==> src/rtl/dds_pwm_dac.sv <==
// -----------------------------------------------------------------------------
// dds_pwm_dac
//
// Converts a stream of DDS amplitude samples into a PWM bitstream that drives
// an external RC-filtered DAC. Samples arrive over a valid/ready handshake
// into a one-entry buffer. The buffer is transferred into the active duty
// register only at PWM period boundaries, so every period is produced with a
// single, consistent duty value.
//
// Parameters:
//   SAMPLE_BITS - sample and PWM counter width; one period = 2**SAMPLE_BITS ticks
//   PRESCALER   - clocks per PWM tick (1..65535); 1 means a tick every clock
//
// Ports:
//   Clock      - system clock, rising edge
//   Reset      - asynchronous active-low reset
//   Sample_i   - sample from the DDS
//   Valid_i    - Sample_i is valid
//   Ready_o    - input buffer empty; transfer on Valid_i && Ready_o
//   Pwm_o      - registered PWM output
//   Period_o   - one-clock pulse after each period boundary
//   Underrun_o - one-clock pulse when a boundary finds the buffer empty
//
// Optional build macro:
//   DDS_PWM_DAC_SIGNED_EN - when defined, Sample_i is two's complement and is
//                           converted to offset binary (MSB inverted) as it
//                           enters the buffer. Otherwise it is used unsigned.
// -----------------------------------------------------------------------------
module dds_pwm_dac #(
  parameter int SAMPLE_BITS = 8,
  parameter int PRESCALER   = 1
) (
  input  logic                   Clock,
  input  logic                   Reset,
  input  logic [SAMPLE_BITS-1:0] Sample_i,
  input  logic                   Valid_i,
  output logic                   Ready_o,
  output logic                   Pwm_o,
  output logic                   Period_o,
  output logic                   Underrun_o
);

  // Prescaler width; a PRESCALER of 1 still needs a 1-bit register.
  localparam int PW = (PRESCALER > 1) ? $clog2(PRESCALER) : 1;
  localparam logic [PW-1:0] PRESC_LAST = PW'(PRESCALER - 1);

  logic [PW-1:0]          presc_q,    presc_d;
  logic [SAMPLE_BITS-1:0] counter_q,  counter_d;
  logic [SAMPLE_BITS-1:0] duty_q,     duty_d;
  logic [SAMPLE_BITS-1:0] buf_q,      buf_d;
  logic                   buf_full_q, buf_full_d;
  logic                   ready_q;
  logic                   pwm_q;
  logic                   period_q;
  logic                   underrun_q;

  logic                   tick;
  logic                   boundary;
  logic                   load;
  logic [SAMPLE_BITS-1:0] sample_conv;

`ifdef DDS_PWM_DAC_SIGNED_EN
  // Two's complement to offset binary: 0 lands on mid-scale duty.
  assign sample_conv = {~Sample_i[SAMPLE_BITS-1], Sample_i[SAMPLE_BITS-2:0]};
`else
  assign sample_conv = Sample_i;
`endif

  assign tick     = (presc_q == PRESC_LAST);
  assign boundary = tick && (counter_q == {SAMPLE_BITS{1'b1}});
  // ready_q always mirrors !buf_full_q, so a load never meets a full buffer.
  assign load     = Valid_i && ready_q;

  always_comb begin
    presc_d    = presc_q;
    counter_d  = counter_q;
    duty_d     = duty_q;
    buf_d      = buf_q;
    buf_full_d = buf_full_q;

    if (tick) begin
      presc_d   = '0;
      counter_d = counter_q + SAMPLE_BITS'(1);
    end else begin
      presc_d   = presc_q + PW'(1);
    end

    // Drain happens only with a full buffer and load only with an empty one,
    // so the two branches are mutually exclusive. A load coinciding with an
    // underrunning boundary fills the buffer but leaves the duty untouched.
    if (boundary && buf_full_q) begin
      duty_d     = buf_q;
      buf_full_d = 1'b0;
    end else if (load) begin
      buf_d      = sample_conv;
      buf_full_d = 1'b1;
    end
  end

  always_ff @(posedge Clock or negedge Reset) begin
    if (!Reset) begin
      presc_q    <= '0;
      counter_q  <= '0;
      duty_q     <= '0;
      buf_q      <= '0;
      buf_full_q <= 1'b0;
      ready_q    <= 1'b1;
      pwm_q      <= 1'b0;
      period_q   <= 1'b0;
      underrun_q <= 1'b0;
    end else begin
      presc_q    <= presc_d;
      counter_q  <= counter_d;
      duty_q     <= duty_d;
      buf_q      <= buf_d;
      buf_full_q <= buf_full_d;
      ready_q    <= !buf_full_d;
      // Compare uses the pre-edge counter and duty: one clock of latency.
      pwm_q      <= (counter_q < duty_q);
      period_q   <= boundary;
      underrun_q <= boundary && !buf_full_q;
    end
  end

  assign Ready_o    = ready_q;
  assign Pwm_o      = pwm_q;
  assign Period_o   = period_q;
  assign Underrun_o = underrun_q;

endmodule

==> config.mk <==
export PLATFORM = sky130hd
export DESIGN_NAME = dds_pwm_dac
export DESIGN_NICKNAME = d
export VERILOG_FILES = /design/src/rtl/dds_pwm_dac.sv
export SDC_FILE = /design/constraint.sdc
export NUM_CORES = 1
export LEC_CHECK = 0
export ABC_AREA = 0
export CORE_UTILIZATION = 40
export CTS_CLUSTER_DIAMETER = 80
export DETAILED_ROUTE_END_ITERATION = 10
export PLACE_DENSITY = 0.69
export SLEW_MARGIN = 20
export SYNTH_ARGS = -nofsm -noshare
export SYNTH_HDL_FRONTEND = slang
export SYNTH_SLANG_ARGS = --single-unit
==> constraint.sdc <==
create_clock -name Clock -period 4 [get_ports Clock]
set_input_delay 0.8 -clock Clock [delete_from_list [all_inputs] [get_ports Clock]]
set_output_delay 0.8 -clock Clock [all_outputs]
set_load 0.05 [all_outputs]
==> impl_metrics.tcl <==
set metrics [dict create \
    fin_nets 143 \
    ctsResizeCount 0 \
    grt_start_max_net_pins 30 \
    use_met3_pct 5.934 \
    post_cts_buffers 0 \
    hold_buffers 0 \
    reg2regPathDepth 5 \
    max_stage_delay_ns 0.79 \
    globalRouteMet1Util_pct 17.60 \
    io_buffers 14 \
    crit_buf_inv 1 \
    cts_sinks 29 \
    fmax_mhz 409.8 \
    status "complete, no violations" \
    drc 0 \
    ys_ff_latch 29 \
    p_leak_uw 0.0007405 \
    antenna_found_initial 0 \
    crit_fanout 2 \
    fin_skew_ns 0.007128 \
    grt_setup_unrepaired "no" \
    arrival_ns 1.64 \
    fill_cells 287 \
    worst_path_max_delay_cell "clkdlybuf4s50_1" \
    yosysWarningCount 0 \
    drive_above_1_share_pct 16.80 \
    synthMostInstantiatedCell "dfrtp_1" \
    clock_latency_ns 0.32 \
    worstHoldStart "buf_full_q$_DFF_PN0_" \
    whs_endpoint "Underrun_o$_DFF_PN0_" \
    yosysTopAreaCell "dfrtp_1" \
    path_class "reg -> out" \
    synth_top_area_share_pct 54.58 \
    maxSlewHeadroom_pct 63.71 \
    cts.clk_slew.worst_paths_ns 0.08 \
    crit_path_end_kind "primary output" \
    max-clock-path-buffers 2 \
    ys_types 28 \
    grt.busiest_layer "met2" \
    synth_common_cells "dfrtp_1 (28), nand2_1 (11), inv_1 (10)" \
    ios 15 \
    grt_pass1_vias 850 \
    drv_slew 0 \
    cp-start-kind "flip-flop" \
    n_antenna_cell 0 \
    grt_usage_pct 15.33 \
    cp_top_family "buffers and inverters" \
    worstHoldPathCells 1 \
    synthCells 104 \
    drv_cap 0 \
    drt-vias-per-instance 4.686 \
    numCtsBuffers 5 \
    tightest_slew_ns 0.5427 \
    die_w_um 58.65 \
    globalRouteOverflowTotal 0 \
    worst_hold_slack_ns 0.5012 \
    synth_fp_nets 123 \
    totalNegativeSetupSlack_ns 0 \
    fin_util_pct 50.45 \
    first_pass_iters 4 \
    fin_area_um2 1540 \
    power_uw 507.2 \
    r2r-start "counter_q[0]$_DFF_PN0_" \
    die_area_um2 3440 \
    ir_drop_mv 0.2167 \
    drtIter0Drc 13 \
    synthFlopType "dfrtp_1" \
    syn_area_um2 1284 \
    coreArea_um2 3053 \
    routed_wirelength_um 2100 \
    setup_viol 0 \
    fp.dieH_um 58.65 \
    syn_to_final_growth_pct 19.98 \
    synth.avg_cell_area_um2 12.34 \
    rrSetupSlack_ns 1.77 \
    finalHoldViolCount 0 \
    place_area_um2 1470 \
    worstHoldPathType "reg -> reg" \
    r2r_end "buf_q[3]$_DFFE_PN0P_" \
    powerDensity_nw_per_um2 329.3 \
    grt_pass1_wl_um 3753 \
    synth_edf_count 0 \
    yosysSeqAreaShare_pct 56.63 \
    crit_chain "clkdlybuf4s50_1" \
    clockRootBuffer "clkbuf_4" \
    ant_nets 0 \
    min_period_over_period_pct 61.00 \
    htree_levels 2 \
    dp_hpwl_um 1530 \
    ys_async_sr_fraction_pct 100.0 \
    cp.required_ns 3.20 \
    gp_congestion 0.7373 \
    cts_tree "done" \
    num_rows 20 \
    met2_usage_pct 26.27 \
    initial_core_util_pct 42.05 \
    period_needed_ns 2.440 \
    dr_total_vias 792 \
    yosys-top-cells-area "dfrtp_1 (55%), mux2_4 (9.4%), ha_1 (7.8%), o21ai_0 (3.5%), nand2_1 (3.2%)" \
    wl_per_cell_um 12.43 \
]
==> cells in the final DEF, fill, tap and decap left out, types with 3 or more instances in the layout <==
cell type,count
o21ai_0,9
nand2_1,11
ha_1,8
xnor2_1,3
dfrtp_1,28
clkbuf_4,5
mux2_4,8
clkdlybuf4s50_1,14
xor2_1,3
inv_1,10
nand3_1,3
==> kinds of logic (layout without fill, tap and decap cells) <==
group | Yosys count | after routing | share of synthesized area [%]
AO/OA/AOI/OAI | 16 | 16 | 7.505
XOR/XNOR | 6 | 6 | 4.094
adder cells (fa/ha/maj) | 8 | 8 | 7.798
buffers and inverters | 12 | 33 | 4.191
flip-flops | 29 | 29 | 56.63
multiplexers | 9 | 9 | 10.23
AND/OR/NAND/NOR | 24 | 24 | 9.553
==> layout make-up <==
class	count	area [µm²]	share of cell area, %
sequential	29	726.9	47.20
inverter	10	37.54	2.437
multi-input combinational	63	503.0	32.66
timing repair buffer	15	147.6	9.586
clock buffer	7	65.06	4.224
tap	44	55.05	3.574
clock inverter	1	5.005	0.3249
==> power by group <==
part           switching (µW)  leakage, µW  total [µW]  internal (µW)
Sequential                  0     0.000382         293            293
Clock                    96.5    0.0000413         198            102
Combinational            6.75     0.000317        16.0           9.26
Total                     103     0.000741         507            404
==> metal layers <==
layer,share of wire (%),up-vias
met3,4.4,4
met5,0,-
met1,46,381
met4,1.5,0
met2,48,19
li1,-,388
==> worst max-delay path by stage <==
stage                       from              endpoint  slack, ns  cells past startpoint
2_1_floorplan            Valid_i  buf_q[0]$_DFFE_PN0P_       2.35                      4
3_3_place_gp             Valid_i  buf_q[2]$_DFFE_PN0P_       1.75                      4
3_5_place_dp             Valid_i  buf_q[6]$_DFFE_PN0P_       1.72                      4
4_1_cts        Ready_o$_DFF_PN1_               Ready_o       1.53                      1
5_1_grt        Ready_o$_DFF_PN1_               Ready_o       1.52                      1
6_report       Ready_o$_DFF_PN1_               Ready_o       1.56                      1
==> flip-flops by register name, indices dropped and copies added (netlist names) <==
register / cells
Pwm_o: 1
buf_full_q: 1
Ready_o: 1
Underrun_o: 1
duty_q: 8
Period_o: 1
buf_q: 8
counter_q: 8
==> through the flow <==
step                instances  worst slack [ns]
global route              169             1.515
finish                    169             1.560
CTS                       169             1.535
global placement          161             1.750
floorplan                 104             2.350
detailed placement        161             1.720
Note: power is estimated with default switching activity, not from simulation.
